<file path="src/rtl/i2c_config_sequencer_if.sv">
// i2c_config_sequencer_if: the sequencer's two buses, bundled together.
//   - the configuration table (rom_addr out, rom_data back, combinational)
//   - the i2c_controller request/response signals
// The master modport is the sequencer's view. The slave modport is the view
// of the table plus controller side.
interface i2c_config_sequencer_if #(
    parameter int IDX_W = 3
);
    logic [IDX_W-1:0] rom_addr;
    logic [7:0]       rom_data;
    logic             i2c_enable;
    logic             i2c_mode;
    logic [6:0]       i2c_periph_addr;
    logic [7:0]       i2c_transmit_byte;
    logic             i2c_ready;
    logic [7:0]       i2c_read_byte;

    modport master (
        output rom_addr, i2c_enable, i2c_mode, i2c_periph_addr, i2c_transmit_byte,
        input  rom_data, i2c_ready, i2c_read_byte
    );

    modport slave (
        input  rom_addr, i2c_enable, i2c_mode, i2c_periph_addr, i2c_transmit_byte,
        output rom_data, i2c_ready, i2c_read_byte
    );
endinterface

</file>
<file path="src/rtl/i2c_config_sequencer.sv">
// i2c_config_sequencer: boot-time sequencer for the audio codec configuration.
// It walks a byte table and sends each entry to the codec as one i2c_controller
// WRITE. It then waits for the controller to accept the request and to finish.
// Optional feature macro CFG_READBACK_EN: after each write, the sequencer reads
// the byte back and compares it with the byte it sent. A mismatch ends the walk
// in ERROR.
module i2c_config_sequencer #(
    parameter int         NUM_ENTRIES    = 8,
    parameter int         IDX_W          = 3,
    parameter logic [6:0] PERIPH_ADDR    = 7'h1A,
    parameter int         ENABLE_HOLD    = 2,
    parameter int         GAP_CYCLES     = 16,
    parameter int         TIMEOUT_CYCLES = 4096
) (
    input  logic                          clk,
    input  logic                          reset,
    input  logic                          start,
    i2c_config_sequencer_if.master        bus,
    output logic                          busy,
    output logic                          done,
    output logic                          error
);
    // GAP lasts max(GAP_CYCLES,1) cycles. A single counter is shared by the
    // hold, timeout and gap phases, so it is sized for the largest of them.
    localparam int GAP_LAST = (GAP_CYCLES > 0) ? GAP_CYCLES - 1 : 0;
    localparam int MAX_A    = (TIMEOUT_CYCLES > ENABLE_HOLD) ? TIMEOUT_CYCLES : ENABLE_HOLD;
    localparam int CNT_MAX  = (MAX_A > GAP_LAST) ? MAX_A : GAP_LAST;
    localparam int CNT_W    = $clog2(CNT_MAX + 1);

    localparam logic [CNT_W-1:0] HOLD_LAST = CNT_W'(ENABLE_HOLD - 1);
    localparam logic [CNT_W-1:0] TO_LAST   = CNT_W'(TIMEOUT_CYCLES - 1);
    localparam logic [CNT_W-1:0] GAP_END   = CNT_W'(GAP_LAST);
    localparam logic [IDX_W-1:0] LAST_IDX  = IDX_W'(NUM_ENTRIES - 1);

    typedef enum logic [3:0] {
        ST_IDLE,
        ST_LOAD,
        ST_HOLD,
        ST_WAIT_BUSY,
        ST_WAIT_DONE,
        ST_GAP,
`ifdef CFG_READBACK_EN
        ST_RD_HOLD,
        ST_RD_WAIT_BUSY,
        ST_RD_WAIT_DONE,
        ST_CHECK,
`endif
        ST_DONE,
        ST_ERROR
    } state_t;

    state_t           state;
    logic [CNT_W-1:0] cnt;
    logic             accepted;    // the controller dropped ready while enable was held
    logic [IDX_W-1:0] rom_addr_q;
    logic             enable_q;
    logic [7:0]       tx_q;

    assign bus.rom_addr          = rom_addr_q;
    assign bus.i2c_enable        = enable_q;
    assign bus.i2c_transmit_byte = tx_q;
    assign bus.i2c_periph_addr   = PERIPH_ADDR;

`ifdef CFG_READBACK_EN
    logic mode_q;
    assign bus.i2c_mode = mode_q;
`else
    logic unused_read_byte;
    assign bus.i2c_mode      = 1'b1;
    assign unused_read_byte  = ^bus.i2c_read_byte;
`endif

    // Sequencer FSM. All outputs are registered here, alongside the state.
    // NOTE: the state and outputs use non-blocking assignments only. Every
    // decision therefore sees the values from before the clock edge, and all
    // registers update together.
    always_ff @(posedge clk or negedge reset) begin
        if (!reset) begin
            state      <= ST_IDLE;
            cnt        <= '0;
            accepted   <= 1'b0;
            rom_addr_q <= '0;
            enable_q   <= 1'b0;
            tx_q       <= 8'h00;
            busy       <= 1'b0;
            done       <= 1'b0;
            error      <= 1'b0;
`ifdef CFG_READBACK_EN
            mode_q     <= 1'b1;
`endif
        end else begin
            case (state)
                ST_IDLE, ST_DONE, ST_ERROR: begin
                    if (start) begin
                        state      <= ST_LOAD;
                        rom_addr_q <= '0;
                        busy       <= 1'b1;
                        done       <= 1'b0;
                        error      <= 1'b0;
                    end
                end
                ST_LOAD: begin
                    tx_q     <= bus.rom_data;
                    enable_q <= 1'b1;
                    cnt      <= '0;
                    accepted <= 1'b0;
                    state    <= ST_HOLD;
`ifdef CFG_READBACK_EN
                    mode_q   <= 1'b1;
`endif
                end
                ST_HOLD: begin
                    accepted <= accepted | ~bus.i2c_ready;
                    if (cnt == HOLD_LAST) begin
                        enable_q <= 1'b0;
                        cnt      <= '0;
                        state    <= (accepted || !bus.i2c_ready) ? ST_WAIT_DONE : ST_WAIT_BUSY;
                    end else begin
                        cnt <= cnt + CNT_W'(1);
                    end
                end
                ST_WAIT_BUSY: begin
                    if (!bus.i2c_ready) begin
                        cnt   <= '0;
                        state <= ST_WAIT_DONE;
                    end else if (cnt == TO_LAST) begin
                        state <= ST_ERROR;
                        error <= 1'b1;
                        busy  <= 1'b0;
                    end else begin
                        cnt <= cnt + CNT_W'(1);
                    end
                end
                ST_WAIT_DONE: begin
                    if (bus.i2c_ready) begin
                        cnt <= '0;
`ifdef CFG_READBACK_EN
                        mode_q   <= 1'b0;
                        enable_q <= 1'b1;
                        accepted <= 1'b0;
                        state    <= ST_RD_HOLD;
`else
                        state    <= ST_GAP;
`endif
                    end else if (cnt == TO_LAST) begin
                        state <= ST_ERROR;
                        error <= 1'b1;
                        busy  <= 1'b0;
                    end else begin
                        cnt <= cnt + CNT_W'(1);
                    end
                end
`ifdef CFG_READBACK_EN
                ST_RD_HOLD: begin
                    accepted <= accepted | ~bus.i2c_ready;
                    if (cnt == HOLD_LAST) begin
                        enable_q <= 1'b0;
                        cnt      <= '0;
                        state    <= (accepted || !bus.i2c_ready) ? ST_RD_WAIT_DONE : ST_RD_WAIT_BUSY;
                    end else begin
                        cnt <= cnt + CNT_W'(1);
                    end
                end
                ST_RD_WAIT_BUSY: begin
                    if (!bus.i2c_ready) begin
                        cnt   <= '0;
                        state <= ST_RD_WAIT_DONE;
                    end else if (cnt == TO_LAST) begin
                        state <= ST_ERROR;
                        error <= 1'b1;
                        busy  <= 1'b0;
                    end else begin
                        cnt <= cnt + CNT_W'(1);
                    end
                end
                ST_RD_WAIT_DONE: begin
                    if (bus.i2c_ready) begin
                        cnt   <= '0;
                        state <= ST_CHECK;
                    end else if (cnt == TO_LAST) begin
                        state <= ST_ERROR;
                        error <= 1'b1;
                        busy  <= 1'b0;
                    end else begin
                        cnt <= cnt + CNT_W'(1);
                    end
                end
                ST_CHECK: begin
                    if (bus.i2c_read_byte != tx_q) begin
                        state <= ST_ERROR;
                        error <= 1'b1;
                        busy  <= 1'b0;
                    end else begin
                        state <= ST_GAP;
                    end
                end
`endif
                ST_GAP: begin
                    if (cnt == GAP_END) begin
                        cnt <= '0;
                        if (rom_addr_q == LAST_IDX) begin
                            state <= ST_DONE;
                            done  <= 1'b1;
                            busy  <= 1'b0;
                        end else begin
                            rom_addr_q <= rom_addr_q + IDX_W'(1);
                            state      <= ST_LOAD;
                        end
                    end else begin
                        cnt <= cnt + CNT_W'(1);
                    end
                end
                default: begin
                    state    <= ST_IDLE;
                    enable_q <= 1'b0;
                    busy     <= 1'b0;
                end
            endcase
        end
    end
endmodule

</file>
<file path="src/flat_wrapper.sv">
// flat-port wrapper written by rule: the top's interface ports become plain ports
module i2c_config_sequencer_flat 
#(
    parameter int         NUM_ENTRIES    = 8,
    parameter int         IDX_W          = 3,
    parameter logic [6:0] PERIPH_ADDR    = 7'h1A,
    parameter int         ENABLE_HOLD    = 2,
    parameter int         GAP_CYCLES     = 16,
    parameter int         TIMEOUT_CYCLES = 4096
)
  (clk, reset, start, busy, done, error, bus_rom_addr, bus_i2c_enable, bus_i2c_mode, bus_i2c_periph_addr, bus_i2c_transmit_byte, bus_rom_data, bus_i2c_ready, bus_i2c_read_byte);
  i2c_config_sequencer_if #(.IDX_W(IDX_W)) bus_i ();
  input  logic clk;
  input  logic reset;
  input  logic start;
  output logic busy;
  output logic done;
  output logic error;
  output wire logic [$bits(bus_i.rom_addr)-1:0] bus_rom_addr;
  output wire logic [$bits(bus_i.i2c_enable)-1:0] bus_i2c_enable;
  output wire logic [$bits(bus_i.i2c_mode)-1:0] bus_i2c_mode;
  output wire logic [$bits(bus_i.i2c_periph_addr)-1:0] bus_i2c_periph_addr;
  output wire logic [$bits(bus_i.i2c_transmit_byte)-1:0] bus_i2c_transmit_byte;
  input wire logic [$bits(bus_i.rom_data)-1:0] bus_rom_data;
  input wire logic [$bits(bus_i.i2c_ready)-1:0] bus_i2c_ready;
  input wire logic [$bits(bus_i.i2c_read_byte)-1:0] bus_i2c_read_byte;
  assign bus_rom_addr = bus_i.rom_addr;
  assign bus_i2c_enable = bus_i.i2c_enable;
  assign bus_i2c_mode = bus_i.i2c_mode;
  assign bus_i2c_periph_addr = bus_i.i2c_periph_addr;
  assign bus_i2c_transmit_byte = bus_i.i2c_transmit_byte;
  assign bus_i.rom_data = bus_rom_data;
  assign bus_i.i2c_ready = bus_i2c_ready;
  assign bus_i.i2c_read_byte = bus_i2c_read_byte;
  i2c_config_sequencer #(.NUM_ENTRIES(NUM_ENTRIES), .IDX_W(IDX_W), .PERIPH_ADDR(PERIPH_ADDR), .ENABLE_HOLD(ENABLE_HOLD), .GAP_CYCLES(GAP_CYCLES), .TIMEOUT_CYCLES(TIMEOUT_CYCLES)) u_core (.clk(clk), .reset(reset), .start(start), .bus(bus_i), .busy(busy), .done(done), .error(error));
endmodule
</file>
<file path="config.mk">
export PLATFORM = sky130hd
export DESIGN_NAME = i2c_config_sequencer_flat
export DESIGN_NICKNAME = d
export VERILOG_FILES = /design/src/rtl/i2c_config_sequencer_if.sv /design/src/rtl/i2c_config_sequencer.sv /design/src/flat_wrapper.sv
export SDC_FILE = /design/constraint.sdc
export NUM_CORES = 1
export LEC_CHECK = 0
export BUFFER_PORTS_ARGS = -buffer_cell sky130_fd_sc_hd__buf_2
export CORE_MARGIN = 2
export CORE_UTILIZATION = 55
export DETAILED_ROUTE_END_ITERATION = 16
export GPL_TIMING_DRIVEN = 0
export HOLD_SLACK_MARGIN = 0.06
export PLACE_DENSITY = 0.9
export REMOVE_ABC_BUFFERS = 1
export SLEW_MARGIN = 20
export SYNTH_ARGS = -nofsm -noshare
export SYNTH_HDL_FRONTEND = slang
export SYNTH_SLANG_ARGS = --single-unit
</file>
<file path="constraint.sdc">
create_clock -name clk -period 2.15 [get_ports clk]
set_input_delay 0.215 -clock clk [delete_from_list [all_inputs] [get_ports clk]]
set_output_delay 0.215 -clock clk [all_outputs]
set_load 0.02 [all_outputs]
</file>
Word level (Yosys, flattened, before mapping)

Index checks and enable logic that the tools add are counted.

Flip-flop bits (word level): 33
Latch bits: 0
Bits in writable memories: 0
ROM bits: 0
Input port bits: 20
Output and inout bits: 23
Logic and storage cells: 86
Memories kept: 0

Add/sub/neg operators: 2
Multiply operators: 0
Div/mod/pow operators: 0
Magnitude comparators: 0
Equality and inequality tests: 18
Shifts and indexed selects: 0
Multiplexer cells: 37
Bitwise logic cells: 4
Reduce and logical (&&, ||, !) cells: 16

Operators with widths:

| kind                                                   | count |
|---|---|
| two-way mux 13 bit                                     | 5 |
| case mux 13 bit (5 select lines)                       | 1 |
| two-way mux 4 bit                                      | 6 |
| case mux 4 bit (6 select lines)                        | 1 |
| equality test 4 x 3 -> 1 bit (second input constant)   | 4 |
| two-way mux 3 bit                                      | 5 |
| adder 13 x 1 -> 13 bit (second input constant)         | 1 |
| equality test 13 x 1 -> 1 bit (second input constant)  | 1 |
| equality test 13 x 12 -> 1 bit (second input constant) | 1 |
| equality test 13 x 4 -> 1 bit (second input constant)  | 1 |
| two-way mux 1 bit                                      | 13 |
| AND reduction 4 bit                                    | 3 |
| equality test 4 x 2 -> 1 bit (second input constant)   | 2 |
| inequality test 2 bit (second input constant)          | 4 |
| inequality test 2 x 1 -> 1 bit (second input constant) | 3 |
| case mux 1 bit (3 select lines)                        | 2 |
| case mux 3 bit (2 select lines)                        | 1 |
| AND reduction 6 bit                                    | 1 |
| OR reduction 6 bit                                     | 1 |
| case mux 1 bit (5 select lines)                        | 1 |
| nonzero test 5 bit                                     | 1 |
| equality test 4 x 1 -> 1 bit (second input constant)   | 1 |
| zero test 4 bit                                        | 1 |
| case mux 1 bit (2 select lines)                        | 2 |
| other kinds (12)                                       | 15 |

Logic depth before layout (Yosys ltp)

Depth after elaboration: 5
Depth in mapped cells: 8
Gate-level depth less buffers: 7

Least setup slack after synthesis

No wires, ideal clock.

Path kind: reg-to-reg
From: register u_core.cnt[0]
To: register u_core.state[0]
Setup time: 128 ps
Data arrival time: 1774 ps
Data required time: 2022 ps
Path slack: 248 ps
Cell stages (with the launch flop): 7
Path buffers: 1
Clock period less this slack: 1902 ps
Cells stage by stage: dfrtp_1 > ha_1 > and3_1 > buf_6 > and4b_1 > o221a_2 > mux2_1

Word-level cells in the longest chain between the ends: 4
Elaborated cells on any way between the ends: 10
Those cells by class: eq/ne: 5; mux: 4; reduce/logical: 1

RTL lines:

| what                                        | RTL line                                                 | RTL |
|---|---|---|
| from (decl)                                 | i2c_config_sequencer.sv:53                               | `logic [CNT_W-1:0] cnt;` |
| from (signal assigned)                      | i2c_config_sequencer.sv:119                              | `cnt <= cnt + CNT_W'(1);` |
| from (signal assigned)                      | i2c_config_sequencer.sv:131                              | `cnt <= cnt + CNT_W'(1);` |
| from (signal assigned)                      | i2c_config_sequencer.sv:150                              | `cnt <= cnt + CNT_W'(1);` |
| equality test 13 x 12 -> 1 bit              | i2c_config_sequencer.sv:126, i2c_config_sequencer.sv:145 |  |
| two-way mux 4 bit                           | n/a                                                      |  |
| two-way mux 4 bit, on equally long branches | n/a                                                      |  |
| case mux 4 bit (6 select lines)             | n/a                                                      |  |
| to (signal assigned)                        | i2c_config_sequencer.sv:117                              | `state <= (accepted \|\| !bus.i2c_ready) ? ST_WAIT_DONE : ST_WAIT_BUSY;` |
| to (decl)                                   | i2c_config_sequencer.sv:52                               | `state_t state;` |

Several ways; a longest one is shown, not always the timed one.
A chain may end at the register's enable or synchronous reset.

Final worst setup path

Ends and elaborated chain as after synthesis.

==> results.md <==
* Yosys cell types at 56
* Clock sinks at 33
* Depth of the CTS H-tree at 2
* Crit share post-route at 96.9%
* Mux cell area share after synthesis at 6.26%
* Iteration-0 DRC count of the detailed router at 197
* Post-Synth Simple-Gate Area at 20.3%
* DRC Markers at 0
* Crit. Startpoint: u_core.cnt[0]
* CP Depth at 5
* Average wire per standard cell at 15.5 µm
* Antenna Cells at 0
* CP Capture Type: register
* Crit path time final at 2.08 ns
* Complex-gate fraction of the synthesized area at 22.5%
* Die area at 4330 µm²
* Area of the mapped netlist at 2100 µm²
* Status: completed
* Initial antenna violation count at 0
* Max stage delay on crit path at 0.44 ns
* HP Class: in2reg
* Path depth of the worst reg2reg path at 5
* Final setup viols at 0
* Syn_area_per_cell at 9.49 µm²
* FF-to-FF Start: u_core.cnt[0]
* Critical path destination: u_core.state[0]
* Critical-path maximum fanout at 8
* VDD IR max at 0.000571 V
* RSZ-0062 raised after global routing: no
* Worst Path Required at 2.32 ns
* Final Skew at 0.00489 ns
* Worst R2R End: u_core.state[0]
* Post-synth EDFFs at 0
* CTS Root Cell: clkbuf_8
* Std-Cell Core Area at 3660 µm²
* Hold Vio Cnt, Final at 0
* Placed Area at 2170 µm²
* Leakage at 1.02 nW
* Synth Area in Adders at 2.39%
* First-pass GRT wire length at 7.52 mm
* Area grow syn2layout at 10.3%
* Total Wirelength at 4.51 mm
* Register-to-register setup slack at 0.07 ns
* Post-layout nets at 267
* Top Ports at 43
* Synth warn at 0
* GP Congestion at 0.855
* Layout cell share with drive strength beyond 1 at 25.6%
* Startpoint types: register
* Deepest clock path buffer count at 2
* Detailed placement HPWL at 3.04 mm
* Sequential share of the synthesized area at 39.4%
* Max-cap violations at 0
* Critical Path AT at 2.25 ns
* Cell Chain, Critical Path: ha_1 -> and3_2 -> and4b_2 -> o221a_2 -> mux2_1
* WP buf/inv at 0
* GRT Total Usage at 22.8%
* Initial Utilization at 57.3%
* 1st-pass router iterations at 4
* Final Instance Count excl. Fillers at 290
* Number of global-route vias before repair at 1652
* XOR/XNOR Fraction of Synth Area at 0%
* CTS Buf Count at 5
* Power per Cell Area at 877 nW/µm²
* Design area at 2310 µm²
* Post-synth top flop: dfrtp_1
* Worst-Margin Slew at 0.986 ns
* Row count at 22
* Async set or reset register ratio after synthesis at 100%
* Post-DRT Antenna Nets at 0
* Vias/cell at 6.22
* Top cell family by delay on the critical path: simple AND/OR/NAND/NOR gates
* Slew margin rel. at 33.8%
* Chip width at 65.8 µm
* Skew-Pair Late Insertion Delay at 0.28 ns
* Filler cell count at 312
* Pre-CTS setup slack at -0.269 ns
* FMAX at 480 MHz
* Largest family of logic cells by synthesized area: compound AO/OA/AOI/OAI gates
* Critical path type: reg2reg
* IO buf count at 26
* Dpl cells at 280
* Reg clk slew, reported paths at 0.06 ns
* Cell count after synthesis at 221
* Largest net degree at the start of global routing at 34
* Pins Over Slew Limit at 0
* Fin worst setup slack at 0.0677 ns
* Synth Register Bits at 33
* Chip Height at 65.8 µm
* Critical path's slowest cell: dfrtp_2
* CTS tree: yes
* Via Count at 1804
* Grt ovf at 0
==> state kept, by name (all words and copies together), names as in the netlist <==
signal	count
u_core.state	4
u_core.done	1
u_core.bus.i2c_transmit_byte	8
u_core.bus.rom_addr	3
u_core.accepted	1
u_core.cnt	13
u_core.bus.i2c_enable	1
u_core.error	1
u_core.busy	1
==> per-layer routing <==
layer	vias up	GRT usage, %	share of wire, %
met5	-	0	0
met4	0	11.7	3.1
met3	13	4.62	4.0
met2	52	35.0	49
met1	883	30.4	44
li1	856	-	-
==> cell usage after synthesis, types with 3 or more instances <==
cell type  count  area, µm²
ha_1           4       50.1
dfrtp_1       33        826
nand3_1        3       15.0
nand3b_1       3       22.5
mux2i_1        3       30.0
and3_1         5       31.3
buf_4         10       75.1
and2_1         3       18.8
nor2_1         8       30.0
o21ai_1       13       65.1
nor3_1         3       15.0
nand4_1        3       18.8
and4b_1        3       30.0
o211ai_1       4       30.0
o21ai_0        5       25.0
buf_2          7       35.0
nand2_1       15       56.3
a21oi_1       23        115
mux2_2         8       90.1
inv_1         10       37.5
a22oi_1        4       30.0
a31oi_1        5       31.3
==> what timing repair did <==
item                                   4_1_cts  5_1_grt
buffers inserted                             0        2
gates resized for setup                      2        7
endpoints found under the hold margin       33        0
pin swaps                                    1        2
cloned                                       1        0
hold buffers                                 1        0
setup endpoints to repair                   11       15
==> area by class of cell <==
class	count	area [µm²]	share of cell area [%]
clock inverter	1	5.00	0.216
inverter	11	41.3	1.78
sequential	33	830	35.8
clock buffer	5	68.8	2.97
tap	48	60.1	2.59
multi-input combinational	163	1150	49.9
timing repair buffer	29	155	6.70
==> report_power, final <==
group	internal (W)	switching [W]	total (W)	leakage, nW
Combinational	0.000299	0.000421	0.000720	0.552
Clock	0.000212	0.000209	0.000422	0.0399
Sequential	0.000749	0.000139	0.000888	0.432
==> worst reg2reg max path, cell delays in order, from the launching register on <==
cell and delay [ns]:
dfrtp_2 0.44, ha_1 0.24, and3_2 0.29, and4b_2 0.32
o221a_2 0.34, mux2_1 0.32
==> cells in the final DEF (no fill, tap or decap), drive strengths merged, types with 4 or more instances in the layout <==
cell type / synthesis / final
ha: 4 / 4
o211ai: 4 / 4
a31oi: 5 / 5
nand4: 4 / 4
o21ai: 19 / 19
buf: 20 / 28
inv: 11 / 11
a22oi: 4 / 4
and3: 5 / 5
mux2: 9 / 9
clkbuf: 2 / 5
nand2: 15 / 15
dfrtp: 33 / 33
nor3: 4 / 4
a21oi: 23 / 23
conb: 2 / 9
nor2: 9 / 9
==> kinds of logic (layout without fill, tap and decap cells) <==
logic type	after synthesis	count (layout)
AND/OR/NAND/NOR	65	65
multiplexers	12	12
adder cells (fa/ha/maj)	4	4
buffers and inverters	33	46
other	2	9
AO/OA/AOI/OAI	72	73
flip-flops	33	33
==> worst min path at each step <==
stage                     cells after the start       startpoint  slack [ns]                               to
after CTS                                     2  bus_rom_data[1]        0.16  u_core.bus.i2c_transmit_byte[1]
after floorplan                               0            reset       -0.08                  u_core.accepted
final                                         2  bus_rom_data[1]        0.16  u_core.bus.i2c_transmit_byte[1]
after global placement                        1            reset        0.31  u_core.bus.i2c_transmit_byte[2]
after global routing                          2  bus_rom_data[6]        0.16  u_core.bus.i2c_transmit_byte[6]
after detailed placement                      1            reset        0.31  u_core.bus.i2c_transmit_byte[2]
==> stage by stage <==
stage	util, %	setup TNS, ns	hold WS [ns]	power [W]
floorplan	-	0	-0.0806	0.00137
global placement	59.3	-1.25	0.307	0.00156
detailed placement	59.3	-2.13	0.307	0.00159
CTS	62.3	0	0.160	0.00203
global route	63.2	0	0.160	0.00216
finish	63.2	0	0.162	0.00203
No activity file was read; power rests on OpenSTA's default activity.
